--- config.mk ---
export PLATFORM = sky130hd
export DESIGN_NAME = neuron_layer_loader
export DESIGN_NICKNAME = d
export VERILOG_FILES = /design/src/rtl/neuron_layer_loader.sv
export SDC_FILE = /design/constraint.sdc
export NUM_CORES = 1
export LEC_CHECK = 0
export ABC_AREA = 1
export CORE_MARGIN = 2
export CORE_UTILIZATION = 40
export DETAILED_ROUTE_END_ITERATION = 10
export HOLD_SLACK_MARGIN = 0.03
export MAX_ROUTING_LAYER = met4
export PLACE_DENSITY_LB_ADDON = 0.3
export SKIP_CTS_REPAIR_TIMING = 1
export SYNTH_ARGS = -nofsm -noshare
export SYNTH_HDL_FRONTEND = slang
export SYNTH_SLANG_ARGS = --single-unit
export TNS_END_PERCENT = 10
--- constraint.sdc ---
create_clock -name clk -period 1.5 [get_ports clk]
set_input_delay 0.375 -clock clk [delete_from_list [all_inputs] [get_ports clk]]
set_output_delay 0.375 -clock clk [all_outputs]
set_load 0.02 [all_outputs]
--- src/rtl/neuron_layer_loader.sv ---
// Purpose: replays a counted burst from a valid/ready stream as single-cycle layer writes with an auto-incrementing, wrapping address.
// Latency: a beat accepted at edge k appears on load_en/load_value/load_address in cycle k+1; throughput is 1 value/cycle.
// Backpressure: in_ready is high only in LOAD and never depends on in_valid; upstream may stall freely between beats.
//
// Ports:
//   clk, reset        - single clock; asynchronous active-low reset
//   start             - burst request, sampled only in IDLE with base_address and count
//   in_valid/in_data  - upstream value stream; in_ready is returned to it
//   load_en/value/address - one-cycle write strobe and payload to the neuron layer
//   busy, done, error - status: not-IDLE, end-of-burst pulse, rejected-start pulse
//
// Build option: define NEURON_LOADER_BOUNDS_CHECK_EN to reject out-of-range starts
// (base_address >= LAYER_SZ or count > LAYER_SZ). Without it, error is tied 0,
// an out-of-range base is replaced by 0 and long bursts wrap over the layer.

module neuron_layer_loader #(
   parameter int SIZE     = 16,
   parameter int LAYER_SZ = 2
) (
   input  logic            clk,
   input  logic            reset,
   input  logic            start,
   input  logic [SIZE-1:0] base_address,
   input  logic [SIZE-1:0] count,
   input  logic            in_valid,
   input  logic [SIZE-1:0] in_data,
   output logic            in_ready,
   output logic            load_en,
   output logic [SIZE-1:0] load_value,
   output logic [SIZE-1:0] load_address,
   output logic            busy,
   output logic            done,
   output logic            error
);

   // Address datapath is only as wide as the layer needs, never narrower than 1 bit.
   localparam int                ADDR_W     = (LAYER_SZ > 1) ? $clog2(LAYER_SZ) : 1;
   localparam logic [ADDR_W-1:0] LAST_ADDR  = ADDR_W'(LAYER_SZ - 1);
   localparam logic [SIZE-1:0]   LAYER_SZ_W = SIZE'(LAYER_SZ);

   typedef enum logic [1:0] {
      IDLE = 2'd0,
      LOAD = 2'd1,
      DONE = 2'd2
   } state_t;

   state_t            state;
   state_t            state_nxt;
   logic [ADDR_W-1:0] addr;
   logic [ADDR_W-1:0] addr_nxt;
   logic [ADDR_W-1:0] addr_inc;
   logic [ADDR_W-1:0] start_addr;
   logic [SIZE-1:0]   remaining;
   logic [SIZE-1:0]   remaining_nxt;
   logic              accept;
   logic              base_oob;
   logic              start_reject;

   assign base_oob = (base_address >= LAYER_SZ_W);

`ifdef NEURON_LOADER_BOUNDS_CHECK_EN
   assign start_reject = base_oob | (count > LAYER_SZ_W);
`else
   assign start_reject = 1'b0;
`endif

   // With the check compiled out an out-of-range base falls back to neuron 0;
   // with it compiled in such a start never reaches LOAD, so the mux is harmless.
   assign start_addr = base_oob ? '0 : base_address[ADDR_W-1:0];

   // Explicit wrap so non-power-of-two layer sizes are handled correctly.
   assign addr_inc = (addr == LAST_ADDR) ? '0 : addr + ADDR_W'(1);

   assign accept = in_valid & in_ready;

   // State and counter registers
   always_ff @(posedge clk or negedge reset) begin
      if (!reset) begin
         state     <= IDLE;
         addr      <= '0;
         remaining <= '0;
      end else begin
         state     <= state_nxt;
         addr      <= addr_nxt;
         remaining <= remaining_nxt;
      end
   end

   // Next-state and state-decoded outputs
   always_comb begin
      state_nxt     = state;
      addr_nxt      = addr;
      remaining_nxt = remaining;
      in_ready      = 1'b0;
      busy          = 1'b1;
      done          = 1'b0;
      unique case (state)
         IDLE: begin
            busy = 1'b0;
            if (start && !start_reject) begin
               if (count == '0) begin
                  state_nxt = DONE;
               end else begin
                  state_nxt     = LOAD;
                  addr_nxt      = start_addr;
                  remaining_nxt = count;
               end
            end
         end
         LOAD: begin
            in_ready = 1'b1;
            if (in_valid) begin
               remaining_nxt = remaining - SIZE'(1);
               addr_nxt      = addr_inc;
               if (remaining == SIZE'(1)) begin
                  state_nxt = DONE;
               end
            end
         end
         DONE: begin
            done      = 1'b1;
            state_nxt = IDLE;
         end
         default: begin
            state_nxt = IDLE;
         end
      endcase
   end

   // Write port: registered one cycle behind the accept; payload holds between writes.
   always_ff @(posedge clk or negedge reset) begin
      if (!reset) begin
         load_en      <= 1'b0;
         load_value   <= '0;
         load_address <= '0;
      end else begin
         load_en <= accept;
         if (accept) begin
            load_value   <= in_data;
            load_address <= SIZE'(addr);
         end
      end
   end

`ifdef NEURON_LOADER_BOUNDS_CHECK_EN
   logic error_q;

   always_ff @(posedge clk or negedge reset) begin
      if (!reset) begin
         error_q <= 1'b0;
      end else begin
         error_q <= (state == IDLE) && start && start_reject;
      end
   end

   assign error = error_q;
`else
   assign error = 1'b0;
`endif

endmodule

After elaboration in Yosys (flattened, before gate mapping). Cells that the tools add are included.

Flip-flop bits (word level): 37. Input port bits: 52. Output and inout port bits: 37. Logic and storage cells: 40.

Add/sub/neg operators: 2. $lt $le $gt $ge: 1. Equal/unequal tests: 7. Mux-type cells: 18. Bitwise operators: 1. Reduce and logical (&&, ||, !) cells: 5.

Operator list (count): $mux 16 (3); $pmux 16 s2 (1); $eq 16x1->1 const B (1); $ge 16x2->1 const B (1); $logic_not 16->1 (1); $sub 16x1->16 const B (1); $mux 1 (8); $mux 2 (4); $ne 2x2->1 const B (4); $pmux 2 s2 (1); $reduce_and 4->1 (1); $reduce_and 3->1 (1); $eq 2x1->1 const B (1); $eq 2x2->1 const B (1); $logic_not 2->1 (1); $pmux 1 s2 (1); $reduce_bool 2->1 (1); $add 1x1->1 const B (1); $and 1x1->1 (1).

Longest topological paths before layout.
Depth after elaboration: 5. Gate-level depth with buffers: 9. Mapped depth without buffers: 9.

Worst setup path after synthesis. Ideal clock, no wire load.

Kind: flip-flop to flip-flop. Start point: register remaining[0]. End point: register remaining[10]. Library setup time: 0.116 ns. Data arrival time: 1.241 ns. Required time: 1.384 ns. Setup slack: 0.143 ns. Stages on the path, launching flop included: 10. Buffers on the path: 0. Clock period less this slack: 1.357 ns. Cell sequence: dfrtp_1 -> inv_1 -> ha_1 -> nand2_1 -> nor2_2 -> nand2_1 -> nand2_1 -> nand3_1 -> nand2_1 -> nand2_1.

Word-level cells in the longest chain between the ends: 3.

Ends and longest elaborated chain: start: declaration (RTL line 53) `logic [SIZE-1:0] remaining;`; start signal: assignment (RTL line 85) `remaining <= remaining_nxt;`; $sub 16x1->16 (RTL line 113) `remaining_nxt = remaining - SIZE'(1);`; $mux 16 (RTL line 112) `if (in_valid) begin`; $pmux 16 s2 (RTL line 97) `unique case (state)`.

No other way between the ends. The select of a mux whose other input is x is not followed. A chain may end at the register's enable or synchronous reset.

Worst setup path after layout.
Start point: register remaining[1]. End point: register remaining[8].

Same word-level chain as after synthesis.

==> flow_metrics.tcl <==
set metrics [dict create \
    status "finished, violations left" \
    violations "negative setup slack" \
    ir_drop_v 0.000959 \
    start_kind "register" \
    io_pins 89 \
    clk_path_buf_depth 2 \
    power_frac_clock 0.114 \
    p_switching_mw 2.98 \
    worst_hold_slack_ns 0.0254 \
    antenna_found_initial 0 \
    ant_nets 0 \
    wl_per_cell_um 11.9 \
    final_net_count 493 \
    critPathMaxFanout 4 \
    ys_seq_area_frac 0.409 \
    multiInputGateArea_um2 1190 \
    antenna_cells 0 \
    worstHoldPathType "in -> async" \
    timing.final.ws_setup_ns -0.000714 \
    finalHoldViolations 0 \
    yosysWarnings 0 \
    ys_ff_latch 37 \
    syn_avg_cell_area_um2 6.68 \
    die_area_um2 6280 \
    final_area_um2 3400 \
    numCtsBuffers 5 \
    io_buffer_count 72 \
    fin_tns_setup_ns -0.000714 \
    synthToLayoutAreaGrowth_pct 49.9 \
    drv_cap 0 \
    start_util 0.414 \
    worstSkewPairLatency_ns 0.30 \
    grt_max_degree 38 \
    endpoint_kind "register" \
    grtUsageTotal 0.210 \
    dpl.cell_count 504 \
    fin_crit_sh 1.00 \
    finalNonFillerCells 512 \
    fmax_mhz 666 \
    leakage_nw 1.89 \
    worstPathArrival_ns 1.70 \
    grt_pass1_wl_um 10000 \
    fin_crit_ns 1.50 \
    dr.pass1.iters 4 \
    power_density_nw_per_um2 1880 \
    synthCells 339 \
    cp.required_ns 1.70 \
    gp_congestion 0.865 \
    p_sw_frac 0.467 \
    synth_cell_types 22 \
    p_int_mw 3.40 \
    cts_max_level 2 \
    tritoncts "done" \
    layout_common_cells "nand2_1 (138), nor2_1 (50), clkdlybuf4s50_1 (48)" \
    num_rows 27 \
    cts-root-buf "clkbuf_8" \
    cts_sinks 37 \
    netlist_area_um2 2270 \
    critPathKind "reg -> reg" \
    avgViaCountPerCell 4.66 \
    setup_viol 1 \
    drv_slew 0 \
    final_common_cell "nand2_1" \
    dr.first_iter.drc_count 200 \
    wirelength_um 6070 \
    power_frac_seq 0.294 \
    ff_latch_area_um2 926 \
    clock_skew_ns 0.00432 \
    rsz0062_at_grt "yes" \
    drcViolationCount 0 \
    combPwrFrac 0.592 \
    clkSlewWorstSetupHoldPaths_ns 0.08 \
    die_h_um 79.3 \
    vias 2388 \
    die_x_um 79.3 \
    gr-total-overflow 0 \
    placed_cell_area_um2 3190 \
    grt_pass1_vias 2305 \
    coreArea_um2 5470 \
    drive_above_1_share 0.143 \
    power_mw 6.38 \
    fillers 499 \
    hpwl_um 4490 \
]
## cell families after synthesis
logic type               Yosys count  share of synthesized area
adder cells (fa/ha/maj)            2                     0.0110
flip-flops                        37                      0.409
AND/OR/NAND/NOR                  232                      0.417
buffers and inverters             47                      0.115
other                              1                    0.00165
AO/OA/AOI/OAI                     20                     0.0464
## path summary, 6_finish.rpt
path                                                 from                        end  slack [ns]  cells past startpoint
worst max-delay path             remaining[1]$_DFFE_PN0P_   remaining[8]$_DFFE_PN0P_     -0.0007                      8
worst min-delay path                                reset   remaining[3]$_DFFE_PN0P_        0.03                      2
worst max register to register   remaining[1]$_DFFE_PN0P_   remaining[8]$_DFFE_PN0P_     -0.0007                      8
worst min register to register  load_value[7]$_DFFE_PN0P_  load_value[7]$_DFFE_PN0P_        0.47                      2
max in group asynchronous                           reset  remaining[14]$_DFFE_PN0P_        1.28                      2
min in group clk                                 count[1]   remaining[1]$_DFFE_PN0P_        0.43                      5
## synthesized netlist by cell type
master / number / area, um2
nand2_2: 2 / 12.5
nor2_4: 1 / 11.3
inv_2: 3 / 11.3
nand3b_1: 3 / 22.5
buf_2: 5 / 25.0
nor2_2: 5 / 31.3
nand3_1: 24 / 120
buf_4: 17 / 128
nand2_1: 138 / 518
o21ai_2: 1 / 8.76
nand4_1: 2 / 12.5
conb_1: 1 / 3.75
o21ai_0: 10 / 50.1
nor3_1: 2 / 10.0
dfrtp_1: 37 / 926
a31oi_1: 1 / 6.26
ha_1: 2 / 25.0
nor2_1: 55 / 206
a21oi_1: 3 / 15.0
inv_1: 20 / 75.1
buf_6: 2 / 22.5
o21ai_1: 5 / 25.0
## cell type report
type / instances / share of cell area
Tap cell: 72 / 0.0265
Multi-Input combinational cell: 270 / 0.350
Clock buffer: 5 / 0.0203
Clock inverter: 3 / 0.00626
Timing Repair Buffer: 102 / 0.299
Sequential cell: 37 / 0.273
Inverter: 23 / 0.0262
## layer usage
metal  vias to the layer above  GRT usage  wire (um)
met5                         -          -          0
met4                         0     0.0586         97
met3                        11     0.0739        521
met2                        99      0.342       2820
met1                      1063      0.247       2630
li1                       1215          -          -
## registers in the layout, indices dropped and copies added (netlist names)
register and flops:
load_value 16, addr 1, remaining 16, load_en 1, state 2, load_address 1
## power by group through the flow
stage               Clock, mW  Combinational (mW)  Sequential, mW
finish                  0.731                3.78            1.87
global route            0.788                4.21            1.94
CTS                     0.752                3.67            1.86
detailed placement          0                3.66            1.86
global placement            0                3.57            1.86
floorplan                   0                2.00            2.08
## critical path, cell delays in order, from the launching register on
cell and delay, ns:
dfrtp_1 0.36, inv_1 0.11, ha_2 0.23, nand2_1 0.11, buf_4 0.16, o21ai_0 0.16
nand3_1 0.13, nand2_1 0.09, nand2_1 0.05
## per-stage QoR
stage                     utilization  setup slack (ns)
final                           0.621         -0.000714
after global routing            0.621            -0.100
after CTS                       0.599            -0.436
after detailed placement        0.583            -0.328
after global placement          0.583            -0.328
after floorplan                     -             0.143
(Power assumes the default switching activity.)
